==> src/rtl/regfile_read_arb_if.sv <==
// Bundle of request, grant and read-data signals shared between the requesters,
// the register read mux and the read arbiter.
interface regfile_read_arb_if;
  logic [3:0]  req;
  logic [11:0] req_addr;
  logic        hold;
  logic [15:0] mux_out;
  logic [2:0]  mux_sel;
  logic [3:0]  gnt;
  logic [15:0] rdata;
  logic [3:0]  rvalid;

  modport master (
    output req, req_addr, hold, mux_out,
    input  mux_sel, gnt, rdata, rvalid
  );

  modport slave (
    input  req, req_addr, hold, mux_out,
    output mux_sel, gnt, rdata, rvalid
  );
endinterface

==> src/rtl/regfile_read_arb.sv <==
// Round-robin arbiter for four requesters sharing one 8:1 register read mux;
// grant and mux select in one cycle, registered read data the next.
module regfile_read_arb (
  input  logic                clk,
  input  logic                rst,
  regfile_read_arb_if.slave   bus
);

  logic [3:0]  gnt_q, gnt_d;
  logic [3:0]  rvalid_q, rvalid_d;
  logic [15:0] rdata_q, rdata_d;
  logic [2:0]  mux_sel_q, mux_sel_d;
  logic [1:0]  ptr_q, ptr_d;

  logic [3:0]  elig_s;
  logic [1:0]  idx_s;
  logic [1:0]  win_s;
  logic        found_s;

  // Winner search starting at the pointer; a requester granted now sits out this edge
  always_comb begin
    elig_s  = bus.req & ~gnt_q;
    found_s = 1'b0;
    win_s   = 2'd0;
    idx_s   = 2'd0;
    for (int k = 0; k < 4; k++) begin
      idx_s = ptr_q + 2'(k);
      if (!found_s && elig_s[idx_s]) begin
        found_s = 1'b1;
        win_s   = idx_s;
      end else begin
        found_s = found_s;
      end
    end
  end

  // Next-state for the grant phase and the data phase
  always_comb begin
    gnt_d     = 4'b0000;
    mux_sel_d = mux_sel_q;
    ptr_d     = ptr_q;
    rvalid_d  = gnt_q;
    rdata_d   = rdata_q;
    if (!bus.hold && found_s) begin
      gnt_d     = 4'b0001 << win_s;
      ptr_d     = win_s + 2'd1;
      case (win_s)
        2'd0:    mux_sel_d = bus.req_addr[2:0];
        2'd1:    mux_sel_d = bus.req_addr[5:3];
        2'd2:    mux_sel_d = bus.req_addr[8:6];
        2'd3:    mux_sel_d = bus.req_addr[11:9];
        default: mux_sel_d = 3'd0;
      endcase
    end else begin
      gnt_d = 4'b0000;
    end
    if (gnt_q != 4'b0000) begin
      rdata_d = bus.mux_out;
    end else begin
      rdata_d = rdata_q;
    end
  end

  // State registers; reset discards any in-flight data phase
  always_ff @(posedge clk) begin
    if (rst) begin
      gnt_q     <= 4'b0000;
      rvalid_q  <= 4'b0000;
      rdata_q   <= 16'h0000;
      mux_sel_q <= 3'd0;
      ptr_q     <= 2'd0;
    end else begin
      gnt_q     <= gnt_d;
      rvalid_q  <= rvalid_d;
      rdata_q   <= rdata_d;
      mux_sel_q <= mux_sel_d;
      ptr_q     <= ptr_d;
    end
  end

  assign bus.gnt     = gnt_q;
  assign bus.rvalid  = rvalid_q;
  assign bus.rdata   = rdata_q;
  assign bus.mux_sel = mux_sel_q;

endmodule
==> src/flat_wrapper.sv <==
// flat-port wrapper written by rule: the top's interface ports become plain ports
module regfile_read_arb_flat 
  (clk, rst, bus_req, bus_req_addr, bus_hold, bus_mux_out, bus_mux_sel, bus_gnt, bus_rdata, bus_rvalid);
  regfile_read_arb_if bus_i ();
  input  logic clk;
  input  logic rst;
  input wire logic [$bits(bus_i.req)-1:0] bus_req;
  input wire logic [$bits(bus_i.req_addr)-1:0] bus_req_addr;
  input wire logic [$bits(bus_i.hold)-1:0] bus_hold;
  input wire logic [$bits(bus_i.mux_out)-1:0] bus_mux_out;
  output wire logic [$bits(bus_i.mux_sel)-1:0] bus_mux_sel;
  output wire logic [$bits(bus_i.gnt)-1:0] bus_gnt;
  output wire logic [$bits(bus_i.rdata)-1:0] bus_rdata;
  output wire logic [$bits(bus_i.rvalid)-1:0] bus_rvalid;
  assign bus_i.req = bus_req;
  assign bus_i.req_addr = bus_req_addr;
  assign bus_i.hold = bus_hold;
  assign bus_i.mux_out = bus_mux_out;
  assign bus_mux_sel = bus_i.mux_sel;
  assign bus_gnt = bus_i.gnt;
  assign bus_rdata = bus_i.rdata;
  assign bus_rvalid = bus_i.rvalid;
  regfile_read_arb u_core (.clk(clk), .rst(rst), .bus(bus_i));
endmodule
==> config.mk <==
export PLATFORM = sky130hd
export DESIGN_NAME = regfile_read_arb_flat
export DESIGN_NICKNAME = d
export VERILOG_FILES = /design/src/rtl/regfile_read_arb_if.sv /design/src/rtl/regfile_read_arb.sv /design/src/flat_wrapper.sv
export SDC_FILE = /design/constraint.sdc
export NUM_CORES = 1
export LEC_CHECK = 0
export BUFFER_PORTS_ARGS = -buffer_cell sky130_fd_sc_hd__buf_2
export CAP_MARGIN = 10
export CORE_UTILIZATION = 45
export DETAILED_ROUTE_END_ITERATION = 8
export PLACE_DENSITY = 0.76
export SYNTH_ARGS = -nofsm -noshare
export SYNTH_HDL_FRONTEND = slang
export SYNTH_SLANG_ARGS = --single-unit
==> constraint.sdc <==
create_clock -name clk -period 2.4 [get_ports clk]
set_clock_uncertainty 0.2 [all_clocks]
set_input_delay 0.12 -clock clk [delete_from_list [all_inputs] [get_ports clk]]
set_output_delay 0.12 -clock clk [all_outputs]
set_load 0.02 [all_outputs]
==> results_dict.tcl, run 1 <==
set metrics [dict create \
    status "completed" \
    cp.required_ns 2.39 \
    p_leak_nw 0.922 \
    yosys.cell_types.count 31 \
    worst_setup_path_end_kind "register" \
    min_period_ns 2.34 \
    grt_pass1_vias 1361 \
    maxCapViolCount 0 \
    cts_sinks 29 \
    die_x_um 55.3 \
    synth_area_per_cell_um2 9.45 \
    vias 1299 \
    cp.buffers_inverters 1 \
    ant_nets 0 \
    drcViolationCount 0 \
    n_antenna_cell 0 \
    report.final.setup_viol 0 \
    dp_slack_ns -0.0791 \
    clk_latency_ns 0.32 \
    place.gp.congestion 0.835 \
    netlist_area_um2 1280 \
    yosysWarnings 0 \
    maxSlewViolCount 0 \
    die-area_um2 3050 \
    crit_path_start_kind "register" \
    critPathMaxFanout 3 \
    hold_viol_final 0 \
    relSlewSlack 0.660 \
    syn_nets 174 \
    fin_setup_tns_ns 0 \
    cts_buffers 5 \
    dr.pass1.iters 4 \
    clock.fmax_ghz 0.428 \
    totalWireLength_mm 3.57 \
    drt_iter0_drc 28 \
    ys.flop_type "dfxtp_1" \
    htree_levels 2 \
    cp_common_cell "mux2i_1" \
    hpwlAfterDp_mm 2.37 \
    cts-root-buf "clkbuf_4" \
    fin_crit_sh 0.975 \
    grt_pass1_wl_mm 5.65 \
    rsz0062_at_grt "yes" \
    total_power_w 0.00129 \
    slowest_delay_ns 0.40 \
    path_clk_slew_ns 0.09 \
    ys_ff_latch 29 \
    post_route_cells_drive_above_1_share 0.430 \
    crit_type "reg -> reg" \
    cts.path.max_buffers 2 \
    io_pins 62 \
    path_delay_family "compound AO/OA/AOI/OAI gates" \
    netlist_top_cells_count "nand2_1, dfxtp_1, a21oi_1, inv_1, mux2i_1" \
    nets 262 \
    synth_top_area_cell "dfxtp_1" \
    grt_max_degree 26 \
    wl_per_cell_um 14.1 \
    viasPerCell 5.13 \
    core_area_um2 2570 \
    synthToLayoutAreaGrowth_pct 49.0 \
    synth_edf_count 0 \
    antenna_found_initial 0 \
    synthCells 135 \
    io_buffers 61 \
    ys_async_sr_fraction 0 \
    synth_top_area_frac 0.455 \
    cp.arrival_ns 2.33 \
    vdd_ir_drop_max_v 0.000512 \
    path_cells "or3b_4 -> a21oi_2 -> a311o_4 -> inv_2 -> ha_2 -> a222oi_1 -> mux2i_1 -> mux2i_1 -> nor2_1" \
    yosysSeqAreaShare 0.455 \
    globalRouteTotalUtil 0.235 \
    synth.most_common_cell "nand2_1" \
    fp.dieH_um 55.3 \
    rows 18 \
    utilization 0.741 \
    grt_overflow 0 \
    cts_tree "yes" \
    synthTopCellsByArea "dfxtp_1, nand2_1, a21oi_1, mux2i_1, ha_1" \
    worstMarginPinSlew_ns 0.511 \
    critPathSlowestCell "or3b_4" \
    hold_class "in -> reg" \
    start_util 0.497 \
    powerDensity_nw_per_um2 677 \
    layout_setup_ws_ns 0.0612 \
]
==> worst reg2reg max path: cells and delay by family (launching register included) <==
kind | cells | cell delay, ns
buf+inv | 1 | 0.05
flops | 1 | 0.33
mux | 2 | 0.30
compound gates | 3 | 0.69
simple gates | 2 | 0.45
fa+ha+maj | 1 | 0.19
==> cells by family (layout without fill, tap and decap cells) <==
| kind of cell | count (synthesis) | in the layout | share of synthesized area |
|---|---|---|---|
| DFF | 29 | 29 | 0.455 |
| adders and majority gates | 4 | 4 | 0.0392 |
| muxes | 7 | 7 | 0.0549 |
| buffers and inverters | 12 | 100 | 0.0431 |
| and+or+nand+nor | 56 | 56 | 0.244 |
| AOI/OAI and AO/OA | 27 | 27 | 0.164 |
==> power by group <==
| group | switching [W] | internal, W |
|---|---|---|
| combinational | 0.000238 | 0.000193 |
| clock | 0.000163 | 0.000138 |
| sequential | 0.0000264 | 0.000529 |
| total | 0.000427 | 0.000860 |
==> routing by layer <==
| metal | part of all wire | wire length [µm] | global-route usage |
|---|---|---|---|
| met1 | 0.38 | 1360 | 0.231 |
| met2 | 0.55 | 1950 | 0.451 |
| met3 | 0.047 | 167 | 0.0679 |
| met4 | 0.025 | 88 | 0.100 |
| met5 | 0 | 0 | 0 |
==> cell usage in the layout (no fill, tap or decap) <==
cell           instances
mux2i_1                7
o221ai_1               1
dfxtp_2                2
a21oi_1               16
and2b_1                1
nand2_2                1
ha_2                   2
a41oi_4                1
nor4_4                 1
clkbuf_4               5
nor2_1                 5
or2b_4                 1
ha_1                   1
o21ai_2                1
a311o_4                1
dlygate4sd3_1         17
nand2b_1               1
a21oi_2                1
o211ai_1               1
a222oi_1               3
nand2b_4               1
nand2b_2               1
or4_1                  1
or3b_4                 1
o221a_1                1
buf_2                 61
nand2_1               32
dfxtp_1               27
inv_2                  2
buf_4                  8
nor3b_2                2
inv_1                  5
and3b_1                1
clkbuf_1               1
a22o_2                 1
clkbuf_8               1
ha_4                   1
nor3_2                 1
nor2b_1                6
==> repair_timing <==
action	in CTS	in global routing
setup endpoints to repair	2	1
pin swaps	4	5
hold buffers	17	0
endpoints found under the hold margin	21	0
setup buffers	3	0
resized for setup	5	5
==> path summary, 6_finish.rpt <==
path	from	endpoint	slack, ns	cells past startpoint
min	bus_req_addr[0]	u_core.bus.mux_sel[0]	0.03	5
max	u_core.ptr_q[0]	u_core.bus.mux_sel[2]	0.06	9
max reg2reg	u_core.ptr_q[0]	u_core.bus.mux_sel[2]	0.06	9
min reg2reg	u_core.bus.rdata[7]	u_core.bus.rdata[7]	0.25	2
==> stage by stage <==
step | hold slack (ns) | cells | cell area [µm²]
2_1_floorplan | -0.00839 | 135 | 1280
3_3_place_gp | 0.165 | 226 | 1630
3_5_place_dp | 0.170 | 226 | 1630
4_1_cts | 0.0176 | 253 | 1890
5_1_grt | 0.0361 | 253 | 1900
6_report | 0.0252 | 253 | 1900
==> cell type report <==
class	instances	area [µm²]
Fill cell	193	666
Multi-Input combinational cell	94	664
Sequential cell	29	583
Tap cell	30	37.5
Clock buffer	7	55.1
Inverter	7	26.3
Timing Repair Buffer	86	536
==> registers in the layout, indices dropped and copies added, names as in the netlist <==
name,flops
u_core.bus.gnt,4
u_core.bus.mux_sel,3
u_core.bus.rdata,16
u_core.bus.rvalid,4
u_core.ptr_q,2
Note: power is estimated with default switching activity, not from simulation.
==> run 2, diff against run 1 <==
--- a/config.mk
+++ b/config.mk
@@ -5,11 +5,13 @@
 export SDC_FILE = /design/constraint.sdc
 export NUM_CORES = 1
 export LEC_CHECK = 0
+export ABC_AREA = 1
 export BUFFER_PORTS_ARGS = -buffer_cell sky130_fd_sc_hd__buf_2
 export CAP_MARGIN = 10
-export CORE_UTILIZATION = 45
+export CORE_MARGIN = 2
+export CORE_UTILIZATION = 47
 export DETAILED_ROUTE_END_ITERATION = 8
-export PLACE_DENSITY = 0.76
+export PLACE_DENSITY = 0.77
 export SYNTH_ARGS = -nofsm -noshare
 export SYNTH_HDL_FRONTEND = slang
 export SYNTH_SLANG_ARGS = --single-unit
==> results_dict.tcl, run 2 <==
set metrics [dict create \
    totalWireLength_mm 3.98 \
    yosysSeqAreaShare 0.395 \
    netlist_area_um2 1470 \
    min_from "bus_req_addr[10]" \
    wl_per_cell_um 12.2 \
    vdd_ir_drop_max_v 0.000719 \
    nets 331 \
    r2r-start "u_core.ptr_q[0]" \
    cp_common_cell "nand2_1" \
    report.final.setup_viol 0 \
    clock.fmax_ghz 0.459 \
    yosys.cell_types.count 24 \
    layout_commonest_cell "buf_2" \
    clk_latency_ns 0.32 \
    start_util 0.490 \
    synthCells 197 \
    cts_sinks 29 \
    postCtsSetupBuffers 0 \
    grt_overflow 0 \
    htree_levels 2 \
    n_antenna_cell 0 \
    cts-root-buf "clkbuf_4" \
    ys_ff_latch 29 \
    viasPerCell 4.99 \
    synth_top_area_cell "dfxtp_1" \
    drt_iter0_drc 128 \
    fillers 222 \
    grt_max_degree 21 \
    cts_tree "yes" \
    synth.most_common_cell "nor2_1" \
    critPathMaxFanout 8 \
    hpwlAfterDp_mm 2.63 \
    synth_area_per_cell_um2 7.46 \
    grt_pass1_vias 1532 \
    startpoint "u_core.ptr_q[0]" \
    layout_common_cells "buf_2, nor2_1, nand2_1" \
    synth_top_area_frac 0.395 \
    ys.flop_type "dfxtp_1" \
    maxCapViolCount 0 \
    place.gp.congestion 0.824 \
    drcViolationCount 0 \
    largest_reg_flops 16 \
    holdWs_ns 0.0332 \
    synthTopCellsByArea "dfxtp_1, nor2_1, nand2_1, nand3_1, o21ai_0" \
    cp.arrival_ns 2.20 \
    layout_setup_ws_ns 0.223 \
    crit_type "reg -> reg" \
    cts_buffers 5 \
    critPathSlowestCell "dfxtp_2" \
    path_delay_family "simple AND/OR/NAND/NOR gates" \
    maxSlewViolCount 0 \
    io_buffers 61 \
    core_area_um2 3000 \
    antenna_found_initial 0 \
    dr.pass1.iters 4 \
    p_leak_nw 1.11 \
    ys_async_sr_fraction 0 \
    min_period_ns 2.18 \
    io_pins 62 \
    fin_crit_sh 0.907 \
    path_cells "nand3_1 -> nand3_1 -> nand2_4 -> a21oi_2 -> nand2_1 -> nand2_2 -> inv_2 -> ha_1 -> a21oi_1 -> a31oi_1 -> nand2_1 -> nand2_1" \
    synthToLayoutAreaGrowth_pct 49.0 \
    powerDensity_nw_per_um2 1310 \
    syn_nets 236 \
    cts.path.max_buffers 2 \
    die_x_um 59.9 \
    post_route_cells_drive_above_1_share 0.355 \
    synth_edf_count 0 \
    fin_setup_tns_ns 0 \
    worst_setup_path_end_kind "register" \
    dp_slack_ns 0.100 \
    relSlewSlack 0.658 \
    path_clk_slew_ns 0.09 \
    cp.buffers_inverters 1 \
    rsz0062_at_grt "no" \
    hold_viol_final 0 \
    rows 20 \
    worstMarginPinSlew_ns 0.513 \
    ant_nets 0 \
    slowest_delay_ns 0.46 \
    die-area_um2 3590 \
    crit_path_start_kind "register" \
    fp.dieH_um 59.9 \
    grt_pass1_wl_mm 6.47 \
    hold_class "in -> reg" \
    globalRouteTotalUtil 0.244 \
    cp.required_ns 2.42 \
    yosysWarnings 0 \
    netlist_top_cells_count "nor2_1, nand2_1, dfxtp_1, nand3_1, o21ai_0" \
    status "completed" \
    vias 1626 \
]
run 2: changes by cell type after synthesis, moves of 4 or more:
cell     previous run  this run
nor2_1              5        45
nor2b_1             6         0
nand3_2             0         5
a21oi_1            17         4
o21ai_0             0        16
nand3_1             0        18
nand2_2             1         8
mux2i_1             7         0
nand2_4             0         4
inv_2               0         6
run 2: timing repair:
action,4_1_cts,5_1_grt
resized for setup,0,3
hold endpoints to repair,28,0
endpoints found under the setup margin,0,3
hold buffers,29,0
run 2: per-layer routing:
layer,track usage,vias to the layer above,share of wire
met3,0.0433,5,0.065
met1,0.259,718,0.40
met5,0,-,0
li1,-,831,-
met2,0.455,72,0.52
met4,0.117,0,0.012
run 2: kinds of logic after synthesis:
kind of cell               after synthesis  synth area share
AOI/OAI and AO/OA                       24            0.0868
adders and majority gates                4            0.0340
buffers and inverters                   19            0.0596
DFF                                     29             0.395
and+or+nand+nor                        121             0.425
run 2: final cells by class:
cell class                      count  area (µm²)  area share
Clock buffer                        7        55.1      0.0251
Clock inverter                      1        30.0      0.0137
Inverter                           14        60.1      0.0274
Multi-Input combinational cell    149         802       0.366
Sequential cell                    29         584       0.267
Tap cell                           33        41.3      0.0188
Timing Repair Buffer               93         618       0.282
run 2: worst paths after layout:
path,slack (ns),to,depth (start not counted)
worst max register to register,0.22,u_core.bus.mux_sel[2],12
worst min register to register,0.28,u_core.bus.mux_sel[1],2
worst max-delay path,0.22,u_core.bus.mux_sel[2],12
worst min-delay path,0.03,u_core.bus.mux_sel[1],5
run 2: where the power goes:
part | switching, W | leakage (nW) | internal (W) | total (W)
logic | 0.00108 | 0.826 | 0.000602 | 0.00168
clock network | 0.000162 | 0.0455 | 0.000249 | 0.000411
registers | 0.000118 | 0.239 | 0.000668 | 0.000787
total | 0.00136 | 1.11 | 0.00152 | 0.00288
run 2: stage by stage:
stage	util	cell area [µm²]	total power [W]	instances
after detailed placement	0.603	1810	0.00243	289
final	0.730	2190	0.00288	326
after global routing	0.730	2190	0.00314	326
after CTS	0.728	2190	0.00289	326
after floorplan	-	1470	0.00202	197
after global placement	0.603	1810	0.00240	289
run 2: worst reg2reg max path, cell delays in order, from the launching register on:
cell	delay, ns
dfxtp_2	0.46
nand3_1	0.17
nand3_1	0.17
nand2_4	0.10
a21oi_2	0.14
nand2_1	0.07
nand2_2	0.12
inv_2	0.07
ha_1	0.23
a21oi_1	0.16
a31oi_1	0.09
nand2_1	0.07
nand2_1	0.04
